File: config.mk
export PLATFORM = sky130hd
export DESIGN_NAME = ps2_key_decoder
export DESIGN_NICKNAME = d
export VERILOG_FILES = /design/src/rtl/ps2_key_decoder.sv
export SDC_FILE = /design/constraint.sdc
export NUM_CORES = 1
export LEC_CHECK = 0
export CORE_MARGIN = 1
export CORE_UTILIZATION = 64
export DETAILED_ROUTE_END_ITERATION = 12
export DONT_BUFFER_PORTS = 1
export PLACE_DENSITY = 0.8
export SETUP_SLACK_MARGIN = 0.5
export SLEW_MARGIN = 20
export SYNTH_ARGS = -nofsm -noshare
export SYNTH_HDL_FRONTEND = slang
export SYNTH_SLANG_ARGS = --single-unit
File: constraint.sdc
create_clock -name Master_Clock_In -period 4.9 [get_ports Master_Clock_In]
set_input_delay 0.98 -clock Master_Clock_In [delete_from_list [all_inputs] [get_ports Master_Clock_In]]
set_output_delay 0.98 -clock Master_Clock_In [all_outputs]
set_load 0.03 [all_outputs]
File: src/rtl/ps2_key_decoder.sv
// rtl/ps2_key_decoder.sv - PS/2 scan-code bytes to per-player held-key bitmaps; optional debug latch via KEY_DEBUG_EN
module ps2_key_decoder #(
  parameter int TIMEOUT_CYCLES = 250000,
  parameter int PAUSE_SKIP     = 7
) (
  input  logic       Master_Clock_In,
  input  logic       Reset_In,
  input  logic [7:0] Byte_In,
  input  logic       Byte_Valid_In,
  input  logic       Frame_Err_In,
  output logic [4:0] P1_Keys_Out,
  output logic [4:0] P2_Keys_Out,
  output logic       Key_Event_Out,
  output logic [7:0] Debug_Out
);

  localparam int TW = $clog2(TIMEOUT_CYCLES + 1);
  localparam int SW = $clog2(PAUSE_SKIP + 1);
  localparam logic [TW-1:0] T_LAST = TW'(TIMEOUT_CYCLES - 1);
  localparam logic [SW-1:0] S_INIT = SW'(PAUSE_SKIP);

  typedef enum logic [2:0] {
    ST_IDLE,
    ST_EXT,
    ST_BRK,
    ST_EXT_BRK,
    ST_SKIP
  } state_t;

  state_t        state;
  state_t        state_next;
  logic [TW-1:0] timeout_cnt;
  logic [SW-1:0] skip_cnt;
  logic [9:0]    keys;       // {P2[4:0], P1[4:0]}
  logic [9:0]    keys_next;
  logic          key_event;
  logic          accepted;

  // A byte flagged with a frame error is never consumed.
  assign accepted = Byte_Valid_In && !Frame_Err_In;

  // Bit position of a scan code in the combined {P2, P1} bitmap; zero when unmapped.
  function automatic logic [9:0] key_mask(input logic [7:0] code, input logic ext);
    logic [9:0] m;
    m = '0;
    if (!ext) begin
      case (code)
        8'h1D:   m[0] = 1'b1;
        8'h1C:   m[1] = 1'b1;
        8'h23:   m[2] = 1'b1;
        8'h1B:   m[3] = 1'b1;
        8'h29:   m[4] = 1'b1;
        8'h5A:   m[9] = 1'b1;
        default: m = '0;
      endcase
    end else begin
      case (code)
        8'h75:   m[5] = 1'b1;
        8'h6B:   m[6] = 1'b1;
        8'h74:   m[7] = 1'b1;
        8'h72:   m[8] = 1'b1;
        default: m = '0;
      endcase
    end
    return m;
  endfunction

  // State register; reset discards any half-received sequence.
  always_ff @(posedge Master_Clock_In) begin
    if (Reset_In) state <= ST_IDLE;
    else          state <= state_next;
  end

  // Next-state: prefix tracking, frame-error abort and idle timeout.
  always_comb begin
    state_next = state;
    if (Frame_Err_In) begin
      state_next = ST_IDLE;
    end else if (Byte_Valid_In) begin
      case (state)
        ST_IDLE: begin
          case (Byte_In)
            8'hE0:   state_next = ST_EXT;
            8'hF0:   state_next = ST_BRK;
            8'hE1:   state_next = ST_SKIP;
            default: state_next = ST_IDLE;
          endcase
        end
        ST_EXT:     state_next = (Byte_In == 8'hF0) ? ST_EXT_BRK : ST_IDLE;
        ST_BRK:     state_next = ST_IDLE;
        ST_EXT_BRK: state_next = ST_IDLE;
        ST_SKIP:    state_next = (skip_cnt <= SW'(1)) ? ST_IDLE : ST_SKIP;
        default:    state_next = ST_IDLE;
      endcase
    end else if (state != ST_IDLE && timeout_cnt == T_LAST) begin
      state_next = ST_IDLE;
    end
  end

  // Output decode: the byte that completes a sequence sets, clears or wipes bitmap bits.
  always_comb begin
    keys_next = keys;
    if (accepted) begin
      case (state)
        ST_IDLE: begin
          case (Byte_In)
            8'hAA, 8'h00, 8'hFF:                keys_next = '0;
            8'hE0, 8'hF0, 8'hE1, 8'hFA, 8'hFE:  keys_next = keys;
            default:                            keys_next = keys | key_mask(Byte_In, 1'b0);
          endcase
        end
        ST_EXT: begin
          if (Byte_In != 8'hE0 && Byte_In != 8'hF0)
            keys_next = keys | key_mask(Byte_In, 1'b1);
        end
        ST_BRK: begin
          if (Byte_In != 8'hF0)
            keys_next = keys & ~key_mask(Byte_In, 1'b0);
        end
        ST_EXT_BRK: keys_next = keys & ~key_mask(Byte_In, 1'b1);
        default:    keys_next = keys;
      endcase
    end
  end

  // Idle counter: runs only while a sequence is pending, restarts on each byte, saturates.
  always_ff @(posedge Master_Clock_In) begin
    if (Reset_In || Byte_Valid_In || state == ST_IDLE)
      timeout_cnt <= '0;
    else if (timeout_cnt != T_LAST)
      timeout_cnt <= timeout_cnt + TW'(1);
  end

  // Pause skip counter: loaded on E1, counts down one per accepted byte while skipping.
  always_ff @(posedge Master_Clock_In) begin
    if (Reset_In) begin
      skip_cnt <= '0;
    end else if (state_next == ST_SKIP) begin
      if (state != ST_SKIP)
        skip_cnt <= S_INIT;
      else if (accepted)
        skip_cnt <= skip_cnt - SW'(1);
    end else begin
      skip_cnt <= '0;
    end
  end

  // Bitmap register and change pulse, aligned with the new bitmap value.
  always_ff @(posedge Master_Clock_In) begin
    if (Reset_In) begin
      keys      <= '0;
      key_event <= 1'b0;
    end else begin
      keys      <= keys_next;
      key_event <= (keys_next != keys);
    end
  end

  assign P1_Keys_Out   = keys[4:0];
  assign P2_Keys_Out   = keys[9:5];
  assign Key_Event_Out = key_event;

`ifdef KEY_DEBUG_EN
  logic [7:0] debug_q;

  // Debug latch holds the most recent accepted byte.
  always_ff @(posedge Master_Clock_In) begin
    if (Reset_In)      debug_q <= 8'h00;
    else if (accepted) debug_q <= Byte_In;
  end

  assign Debug_Out = debug_q;
`else
  assign Debug_Out = 8'h00;
`endif

endmodule

# After elaboration in Yosys (flattened, before gate mapping)
# Index checks and enable logic that the tools add are counted.
# W data, S select, Z words.
[totals]
elab_cells = 92
out_inout_bits = 19
register_bits = 35
[classes]
muxes = 35
reduce_logical = 14
bitwise = 7
n_lt_le_gt_ge = 1
n_eq_ne = 28
add_sub_neg = 2
[op_table]
columns = ["cell", "count"]
rows = [
  ["$mux W10", 14],
  ["$eq A8 B8 Y1 const B", 7],
  ["$eq A8 B7 Y1 const B", 5],
  ["$pmux W10 S4", 1],
  ["$eq A8 B5 Y1 const B", 3],
  ["$and A10 B10 Y10", 2],
  ["$not A10 Y10", 2],
  ["$or A10 B10 Y10", 2],
  ["$pmux W10 S2", 1],
  ["$add A18 B1 Y18 const B", 1],
  ["$eq A18 B18 Y1 const B", 1],
  ["$mux W3", 6],
  ["$ne A18 B18 Y1 const B", 1],
  ["$pmux W3 S3", 2],
  ["$eq A8 B6 Y1 const B", 2],
  ["$ne A8 B8 Y1 const B", 2],
  ["$mux W1", 10],
  ["$ne A10 B10 Y1", 1],
  ["$logic_not A8 Y1", 1],
  ["$reduce_or A8 Y1", 1],
  ["$eq A3 B2 Y1 const B", 2],
  ["$eq A3 B3 Y1 const B", 2],
  ["$reduce_or A5 Y1", 1],
  ["$eq A3 B1 Y1 const B", 1],
  ["other kinds (13)", 16],
]

# Depth between registers and ports, before layout
# Gate-level depths: netlist of the first run.
[logic_depth]
depth_word = 11
mapped_depth = 8
mapped_depth_nobuf = 7

# Worst setup path after synthesis of the first run
# No wires, ideal clock.
[synth_timing]
kind = "input to register"
from = "input Byte_In[4]"
to = "register key_event (netlist: Key_Event_Out)"
t_required_ps = 4762
arrival_time_ps = 2309
cell_stages = 7
path_buffers = 1
setup_slack_ps = 2452
cell_sequence = "buf_2 and4bb_2 a32o_2 a21oi_4 or2_0 o22a_1 a41oi_1"
[synth_via]
elab_chain_cells = 11
elab_cells_between_ends = 56
[synth_lines]
columns = ["item", "line", "source"]
rows = [
  ["start, declared", "8", "input logic [7:0] Byte_In,"],
  ["$eq A8 B5 Y1, or another cell as far along", "47", "case (code)"],
  ["$mux W1", "47", ""],
  ["$mux W10", "117", "if (Byte_In != 8'hF0)"],
  ["$mux W10", "104", "case (state)"],
  ["$mux W10", "103", "if (accepted) begin"],
  ["$not A10 Y10", "118", "keys_next = keys & ~key_mask(Byte_In, 1'b0);"],
  ["$and A10 B10 Y10", "118", ""],
  ["$mux W10", "117", ""],
  ["$pmux W10 S4 *", "104", ""],
  ["$mux W10 *", "103", ""],
  ["$ne A10 B10 Y1 *", "155", "key_event <= (keys_next != keys);"],
  ["end signal, assigned", "155", ""],
  ["end, declared", "36", "logic key_event;"],
]
# Every way passes the cells marked *; elsewhere a longest branch is shown, timed or not. The select of a mux whose other input is x is not followed.
# A chain may end at the register's enable or synchronous reset.

# Final worst setup path of the first run
[layout_timing]
from = "input Byte_Valid_In"
to = "register key_event (netlist: Key_Event_Out)"
[layout_via]
elab_chain_cells = 3
[layout_lines]
columns = ["item", "line", "source"]
rows = [
  ["start, declared", "9", "input logic Byte_Valid_In,"],
  ["$logic_and A1 B1 Y1", "40", "assign accepted = Byte_Valid_In && !Frame_Err_In;"],
  ["$mux W10", "103", ""],
  ["$ne A10 B10 Y1", "155", ""],
]
# No other way between the ends.

==> summary.md, run 1 <==
| Metric | Value |
|---|---|
| Drt initial violations | `150` |
| FILL cells | `270` |
| # rows | `20` |
| RSZ-0062 raised after global routing | `false` |
| Simple-gate share of the synthesized area | `0.307` |
| Post-synth ARST share | `0` |
| Leak | `0.739 nW` |
| Crit path DAT | `2.46 ns` |
| Io pins | `31` |
| Clock power frac | `0.325` |
| Clock buffer depth | `2` |
| Worst Hold Class | `reg2reg` |
| Syn Inst Count | `279` |
| Core Area | `3150 um2` |
| Clock root cell | `clkbuf_4` |
| Relative slew slack | `0.577` |
| # diodes | `0` |
| Vias per inst | `6.18` |
| RD Place Congestion | `0.970` |
| Mapped cell area | `2200 um2` |
| Post-synthesis sequential area ratio | `0.318` |
| Antenna violations before repair | `0` |
| Sequential share of power | `0.605` |
| Fin Clk Skew | `0.0102 ns` |
| Largest family of logic cells by synthesized area | `simple AND/OR/NAND/NOR gates` |
| Initial core utilization | `0.699` |
| NetSw | `0.000124 W` |
| Yosys warning total | `0` |
| Final HPWL DP | `3.61 mm` |
| Total wire length | `4.88 mm` |
| Worst-Margin Slew | `0.635 ns` |
| Syn avg cell area | `7.90 um2` |
| CTS Hold Bufs | `0` |
| Max IR drop VDD | `0.171 mV` |
| Post-route ant nets | `0` |
| GRT Util Overall | `0.291` |
| Mux share of post-synthesis cell area | `0` |
| Total Power | `0.000475 W` |
| Synth unique cells | `56` |
| Adder-Cell Fraction of Synth Area | `0.0114` |
| P per Cell Area | `212 nW/um2` |
| GRT overflow | `0` |
| Drt first pass iters | `4` |
| CTS tree | `yes` |
| Seq. cell area | `701 um2` |
| Critical path startpoint category | `input port` |
| CTS resizes | `0` |
| Top Metal Used | `met4` |
| Count of final setup violators | `0` |
| Wire length on met1 | `2.12 mm` |
| Metal2 WL | `2.36 mm` |
| Vias in the first global route | `1738` |
| Combinational power share | `0.071` |
| Total number of vias | `1976` |
| Total of max-cap violations | `0` |
| Die X | `60.7 um` |
| Post-synth EDFFs | `0` |
| Max Fclk | `0.446 GHz` |
| Sum Neg Setup Slack | `0 ns` |
| Clock slew at reported path FFs | `0.11 ns` |
| Fin. Hold Viols | `0` |
| DRC | `0` |
| Multi-input gate area | `1370 um2` |
| Die ar. | `3680 um2` |
| CP Capture Type | `flip-flop` |
| Ys flop type | `dfxtp_1` |
| Critical path type | `in2reg` |
| FF+latch count, synth | `35` |
| Total internal power | `0.000351 W` |
| Outcome | `finished clean` |
| Nets | `289` |
| Layout cells sized above 1 | `0.0580` |
| Post-layout minimum cycle time | `2.24 ns` |
| Fin crit share | `0.458` |
| Post-Synth XOR/XNOR Area | `0.0675` |
| Pins Over Slew Limit | `0` |
| Num CTS Buffers | `5` |
| I/O Buffers | `0` |
| Wire length on met3 | `313 um` |
| Compound-Gate Fraction of Synth Area | `0.222` |
| Switching part of the total power | `0.261` |
| First-pass GRT wire length | `7.91 mm` |
| Drt wl/cell | `15.3 um` |
| Layout overhead on the synthesized area | `1.59%` |
| Critical path peak fanout | `10` |
| Sink Count | `35` |
| Hold WS | `0.500 ns` |
| Die Ht | `60.7 um` |
| Worst skew pair latency | `0.34 ns` |
| Post-CTS setup buffer count | `0` |
| Pin count of the biggest net entering global routing | `19` |
| H-tree depth | `2` |
| WP data required | `5.12 ns` |
cell families after synthesis:
logic type,count (synthesis)
XOR/XNOR,17
AND/OR/NAND/NOR,119
flip-flops,35
buffers and inverters,34
other,1
adder cells (fa/ha/maj),2
AO/OA/AOI/OAI,71
worst max-delay path, stage by stage:
cell	delay (ns)
nor2b_1	0.44
o311ai_2	0.24
a21oi_4	0.29
nor2_1	0.13
a211oi_1	0.23
a41oi_1	0.14
layout by cell type, fill, tap and decap left out, types with 7 or more instances in the layout:
master	n
o21ai_0	10
nand4_1	7
xor2_1	11
nor2_1	27
nand2_1	24
inv_1	16
a21oi_1	20
nand3_1	9
dfxtp_1	35
conb_1	8
nor3_1	9
stage by stage:
step | worst slack [ns] | instances | instance area (um2) | utilization
after floorplan | 2.45 | 286 | 2230 | -
after global placement | 2.37 | 312 | 2190 | 0.693
after detailed placement | 2.29 | 312 | 2190 | 0.693
after CTS | 2.66 | 320 | 2240 | 0.710
after global routing | 2.51 | 320 | 2240 | 0.710
final | 2.66 | 320 | 2240 | 0.710
area by class of cell:
| cell class | count | share of cell area |
|---|---|---|
| multi-input combinational | 217 | 0.612 |
| sequential | 35 | 0.313 |
| inverter | 16 | 0.0268 |
| tap | 44 | 0.0246 |
| clock buffer | 6 | 0.0184 |
| clock inverter | 2 | 0.00559 |
path summary, 6_finish.rpt:
| kind | end | start | depth (start not counted) | slack [ns] |
|---|---|---|---|---|
| max | Key_Event_Out | Byte_Valid_In | 6 | 2.66 |
| min | timeout_cnt[16] | timeout_cnt[16] | 2 | 0.50 |
| max reg2reg | Key_Event_Out | state[1] | 6 | 2.74 |
| min reg2reg | timeout_cnt[16] | timeout_cnt[16] | 2 | 0.50 |
state kept, by name (all words and copies together) (netlist names):
name	cells
state	3
skip_cnt	3
Key_Event_Out	1
timeout_cnt	18
keys	10
layer usage:
| layer | vias to the layer above | track usage |
|---|---|---|
| li1 | 986 | - |
| met1 | 920 | 0.378 |
| met2 | 60 | 0.473 |
| met3 | 10 | 0.0725 |
| met4 | 0 | 0.0974 |
| met5 | - | 0 |
cell usage after synthesis, types with 3 or more instances:
cell	number	area share
a211oi_1	5	0.017
a21oi_1	20	0.045
a22oi_1	4	0.014
a31oi_1	6	0.017
a41oi_1	3	0.012
and2_1	5	0.014
and3_1	6	0.017
and4_1	5	0.020
buf_4	8	0.027
clkbuf_1	8	0.014
dfxtp_1	35	0.32
inv_1	16	0.027
nand2_1	24	0.041
nand2b_1	4	0.011
nand3_1	9	0.020
nand4_1	7	0.020
nor2_1	27	0.046
nor2b_1	4	0.011
nor3_1	9	0.020
o21ai_0	10	0.023
o21bai_1	4	0.014
or3_1	4	0.011
xnor2_1	6	0.024
xor2_1	11	0.044
power by group through the flow:
| stage | combinational, W | clock (W) | sequential [W] |
|---|---|---|---|
| finish | 0.0000336 | 0.000154 | 0.000287 |
| detailed placement | 0.0000328 | 0 | 0.000294 |
| global placement | 0.0000324 | 0 | 0.000293 |
| CTS | 0.0000331 | 0.000158 | 0.000287 |
| floorplan | 0.0000362 | 0 | 0.000293 |
| global route | 0.0000365 | 0.000168 | 0.000287 |
Note: power is estimated with default switching activity, not from simulation.
==> run 2, diff against run 1 <==
- CORE_UTILIZATION: 64 -> 63
- PLACE_DENSITY: 0.8 -> 0.79
- clock period: 4.9 -> 2.1 ns (I/O delays scaled with it)
==> run 2 against run 1 <==
Worst setup slack got worse by 2.4 ns. Combinational power rose to 2.9 times the previous value. Sequential power rose by 130%. Via count rose by 4.9%. Hold slack got worse by 0.39 ns. Cell area rose by 12%. Core utilization rose by 4.2 points. Non-clock buffer count rose by 19. Sequential share of layout area fell by 2.8 points. Global-route usage fell by 0.24 points. Routed wire length rose by 9.3%. Critical endpoint is now skip_cnt[1]. Critical path depth did not move.
==> summary.md, run 2 (same netlist as run 1, synthesis figures left out) <==
| Metric | Value |
|---|---|
| Fin Clk Skew | `0.0101 ns` |
| Leak | `0.892 nW` |
| Final HPWL DP | `3.72 mm` |
| Worst skew pair latency | `0.36 ns` |
| Sink Count | `35` |
| Die Ht | `61.2 um` |
| Sum Neg Setup Slack | `0 ns` |
| Fin. Hold Viols | `0` |
| Worst path slowest cell | `or4bb_1` |
| Drt initial violations | `127` |
| Clock root cell | `clkbuf_4` |
| Hold WS | `0.108 ns` |
| Antenna violations before repair | `0` |
| Worst Hold Class | `in2reg` |
| Nets | `308` |
| # diodes | `0` |
| Most frequent cells in the layout | `dfxtp_1 (26), nor2_1 (25), nand2_1 (20)` |
| RD Place Congestion | `0.927` |
| GRT overflow | `0` |
| Pins Over Slew Limit | `0` |
| Vias in the first global route | `1776` |
| Final WS setup | `0.292 ns` |
| Total wire length | `5.34 mm` |
| Drt wl/cell | `15.7 um` |
| Pre-CTS WS | `0.238 ns` |
| Worst path max stage delay | `0.56 ns` |
| First-pass GRT wire length | `7.96 mm` |
| Die ar. | `3740 um2` |
| Layout overhead on the synthesized area | `13.9%` |
| Max IR drop VDD | `0.316 mV` |
| CP Capture Type | `flip-flop` |
| Initial core utilization | `0.661` |
| I/O Buffers | `0` |
| Num CTS Buffers | `5` |
| Critical path type | `reg2reg` |
| Max Fclk | `0.553 GHz` |
| Outcome | `finished clean` |
| Die X | `61.2 um` |
| Clock slew at reported path FFs | `0.12 ns` |
| Total of max-cap violations | `0` |
| Crit path DAT | `2.10 ns` |
| P per Cell Area | `452 nW/um2` |
| WP data required | `2.39 ns` |
| Bufs and invs on worst path | `0` |
| Drt first pass iters | `6` |
| H-tree depth | `2` |
| Clock buffer depth | `2` |
| RSZ-0062 raised after global routing | `true` |
| FILL cells | `267` |
| Relative slew slack | `0.665` |
| Crit path max-delay family | `simple AND/OR/NAND/NOR gates` |
| Crit path cell chain | `or4bb_1, nor2_4, a211oi_2, a22o_1, nand4bb_4, a31oi_1` |
| Post-route ant nets | `0` |
| Largest regs | `timeout_cnt: 18 flops, keys: 10 flops` |
| Leading cell type in the layout, fill and taps excluded | `dfxtp_1` |
| # rows | `21` |
| CTS tree | `yes` |
| Critical path peak fanout | `4` |
| Vias per inst | `6.08` |
| Max reg flops | `18` |
| Io pins | `31` |
| GRT Util Overall | `0.288` |
| Fin crit share | `0.861` |
| Core Area | `3340 um2` |
| DRC | `0` |
| Worst-Margin Slew | `0.496 ns` |
| Pin count of the biggest net entering global routing | `16` |
| Total number of vias | `2073` |
| Count of final setup violators | `0` |
| Layout cells sized above 1 | `0.220` |
| Top reg by flops | `timeout_cnt` |
| Post-layout minimum cycle time | `1.81 ns` |
| Critical path startpoint category | `flip-flop` |
run 2: worst paths after layout:
path	from	slack, ns	end	cells after the start
min	Reset_In	0.11	state[0]	1
max	timeout_cnt[9]	0.29	skip_cnt[1]	6
min reg2reg	timeout_cnt[1]	0.49	timeout_cnt[1]	2
max reg2reg	timeout_cnt[9]	0.29	skip_cnt[1]	6
run 2: timing repair:
action / 4_1_cts / 5_1_grt
endpoints found under the setup margin: 15 / 17
hold buffers: 0 / 0
pin swaps: 5 / 3
resized for setup: 20 / 15
buffers inserted: 5 / 3
run 2: area by class of cell:
type / instances / area (um2) / share of cell area
tap: 46 / 57.6 / 0.0229
sequential: 35 / 714 / 0.285
clock buffer: 5 / 37.5 / 0.0149
inverter: 16 / 60.1 / 0.0239
timing repair buffer: 19 / 154 / 0.0613
clock inverter: 3 / 15.0 / 0.00598
multi-input combinational: 217 / 1470 / 0.586
run 2: where the power goes:
part           switching [W]  leakage (nW)  internal [W]  total (W)
logic              0.0000610         0.570     0.0000349  0.0000959
registers         0.00000272         0.287      0.000665   0.000668
clock network       0.000248        0.0347      0.000125   0.000372
total               0.000311         0.892      0.000824    0.00114
run 2: worst register-to-register path: stages, from the launching register on:
cell	delay (ns)
dfxtp_2	0.36
or4bb_1	0.56
nor2_4	0.14
a211oi_2	0.09
a22o_1	0.23
nand4bb_4	0.20
a31oi_1	0.15
run 2: per-layer routing:
layer  global-route usage  wire (um)  vias to the layer above
li1                     -          -                     1025
met1                0.373       2400                      951
met2                0.450       2480                       86
met3               0.0777        370                       11
met4                0.127         91                        0
met5                    0          0                        -
run 2: stage by stage:
| step | std cells | power [W] | utilization | area, um2 |
|---|---|---|---|---|
| finish | 341 | 0.00114 | 0.753 | 2510 |
| global route | 341 | 0.00117 | 0.753 | 2510 |
| CTS | 338 | 0.00113 | 0.729 | 2430 |
| detailed placement | 325 | 0.000768 | 0.685 | 2290 |
| global placement | 325 | 0.000768 | 0.685 | 2290 |
| floorplan | 286 | 0.000772 | - | 2260 |
==> patch (settings of run 1) <==
`PAUSE_SKIP`: 7 -> 9.
--- a/src/rtl/ps2_key_decoder.sv
+++ b/src/rtl/ps2_key_decoder.sv
@@ -1,7 +1,7 @@
 // rtl/ps2_key_decoder.sv - PS/2 scan-code bytes to per-player held-key bitmaps; optional debug latch via KEY_DEBUG_EN
 module ps2_key_decoder #(
   parameter int TIMEOUT_CYCLES = 250000,
-  parameter int PAUSE_SKIP     = 7
+  parameter int PAUSE_SKIP     = 9
 ) (
   input  logic       Master_Clock_In,
   input  logic       Reset_In,
Check against the original RTL: not equivalent (Yosys sat finds a counterexample within 10 cycles, from zero or initial values and one cycle with Reset_In high).
==> patch against run 1 <==
The flow now finishes with violations (design-rule violations). Largest cell class unchanged. Clock skew up 0.0058 ns. Area after synthesis up 4.1%. Hold slack better by 0.020 ns. First-iteration DRC count up 25%. Wire length up 15%. Sequential cell count up 1. Core utilization down 0.75 points. Total power up 37%. Design area up 6.4%. Global-route usage up 1.6 points. Worst setup slack worse by 0.32 ns. Sequential share of layout area down 1.0 points. Critical path depth unchanged.
==> patch: results (changes against run 1) <==
[outcome]
status = finished, violations left
violations = design-rule violations

[logic_synthesis]
synth_common_cells = 43 x nor2_1, 36 x dfxtp_1, 21 x nand2_1, 16 x nand3_1, 15 x nor3_1
ys_seq_area_share_pct = 31.4  ; -0.39 points
synth.distinct_cells = 61  ; +8.9%
synth_area_leaders = dfxtp_1 31%, nor2_1 7.0%, xor2_1 3.8%
synthAdderAreaFrac_pct = 1.63  ; +0.50 points
synthMuxAreaShare_pct = 0.872  ; +0.87 points
synthXorXnorAreaFrac_pct = 6.10  ; -0.65 points
synth-compound-area-share_pct = 18.6  ; -3.6 points

[power]
p_leak_uw = 0.000765  ; +3.5%
peakVddDrop_mv = 0.228  ; +33%
p_switching_uw = 133  ; +7.7%

[worst_setup_path]
crit_family = compound AO/OA/AOI/OAI gates
crit_path_max_incr_delay_ns = 0.55  ; +0.11 ns
r2r_slack_ns = 2.34  ; -0.40 ns
slowest_stage = dfxtp_1
cp-startpoint = state[1]
path_class = flop to flop
path_max_fanout = 20  ; +10
arrival_ns = 2.84  ; +0.38 ns

[sta]
worstMarginPinSlew_ns = 0.807  ; +0.173 ns
final-max-slew-violation-count = 0  ; unchanged
skew_ns = 0.0160  ; +0.00582 ns

[placed_design]
dp_hpwl_mm = 3.84  ; +6.3%
routabilityCongestion = 0.952  ; -1.9%

[clock_network]
cts_setup_buffers = 0  ; unchanged
clk_latency_ns = 0.36  ; +0.02 ns

[grt]
met1_usage_pct = 36.5  ; -1.3 points
grt_pass1_wl_mm = 8.56  ; +8.3%
grt_pass1_vias = 1955  ; +12%
use_met3_pct = 7.87  ; +0.62 points
met2_usage_pct = 49.6  ; +2.4 points
grt_max_degree = 21  ; +2
antenna_found_initial = 0  ; unchanged
grt.total_usage_pct = 30.7  ; +1.6 points

[layout]
fillCellCount = 284  ; +5.2%
layout-drive-gt1-share_pct = 6.23  ; +0.43 points
top_regs = timeout_cnt x18, keys x10, skip_cnt x4

[route]
routed_wl_mm = 5.62  ; +15%
drc = 1  ; +1
vias = 2233  ; +13%
drt_first_pass_iters = 9  ; +5
drt_iter0_drc = 187  ; +25%

## patch: worst min-delay path, delay by kind of cell (launching register included)
family	cells	cell delay (ns)
flip-flops	1	0.35
AO/OA/AOI/OAI	2	0.14
## patch: routing by layer
layer  up-vias  routed length (um)
met4         0                 238
met1      1041                2340
met2       107                2680
met5         -                   0
met3        27                 357
li1       1058                   -
## patch: how the worst min path moves through the flow
stage,from,end,slack [ns],cells past startpoint
4_1_cts,timeout_cnt[15],timeout_cnt[15],0.52,2
2_1_floorplan,timeout_cnt[6],timeout_cnt[6],0.47,2
3_3_place_gp,timeout_cnt[6],timeout_cnt[6],0.49,2
5_1_grt,timeout_cnt[6],timeout_cnt[6],0.54,2
6_report,timeout_cnt[15],timeout_cnt[15],0.52,2
3_5_place_dp,timeout_cnt[15],timeout_cnt[15],0.50,2
## patch: area by class of cell
type	count	area, um2	area share, %
Tap cell	46	57.6	2.42
Inverter	6	22.5	0.945
Multi-Input combinational cell	238	1450	60.7
Timing Repair Buffer	1	7.51	0.315
Sequential cell	36	721	30.3
Clock inverter	3	90.1	3.78
Clock buffer	5	37.5	1.58
## patch: through the flow
| stage | hold WS (ns) | instance area [um2] | setup WS (ns) | instances | power, uW |
|---|---|---|---|---|---|
| final | 0.520 | 2380 | 2.34 | 335 | 650 |
| after global routing | 0.540 | 2380 | 2.29 | 335 | 666 |
| after CTS | 0.517 | 2380 | 2.47 | 335 | 649 |
| after detailed placement | 0.496 | 2250 | 2.15 | 327 | 339 |
| after global placement | 0.487 | 2250 | 2.24 | 327 | 339 |
| after floorplan | 0.466 | 2320 | 2.21 | 304 | 346 |
## patch: power by group through the flow
stage	combinational, uW	clock, uW	sequential [uW]
final	37.6	316	296
after global routing	40.8	329	296
after CTS	36.9	316	296
after detailed placement	36.7	0	302
after global placement	36.6	0	302
after floorplan	44.3	0	301
## patch: logic make-up after synthesis
family          after synthesis
fa+ha+maj                     3
flops                        36
buf+inv                      30
other cells                   1
simple gates                148
mux                           2
xor+xnor                     16
compound gates               61
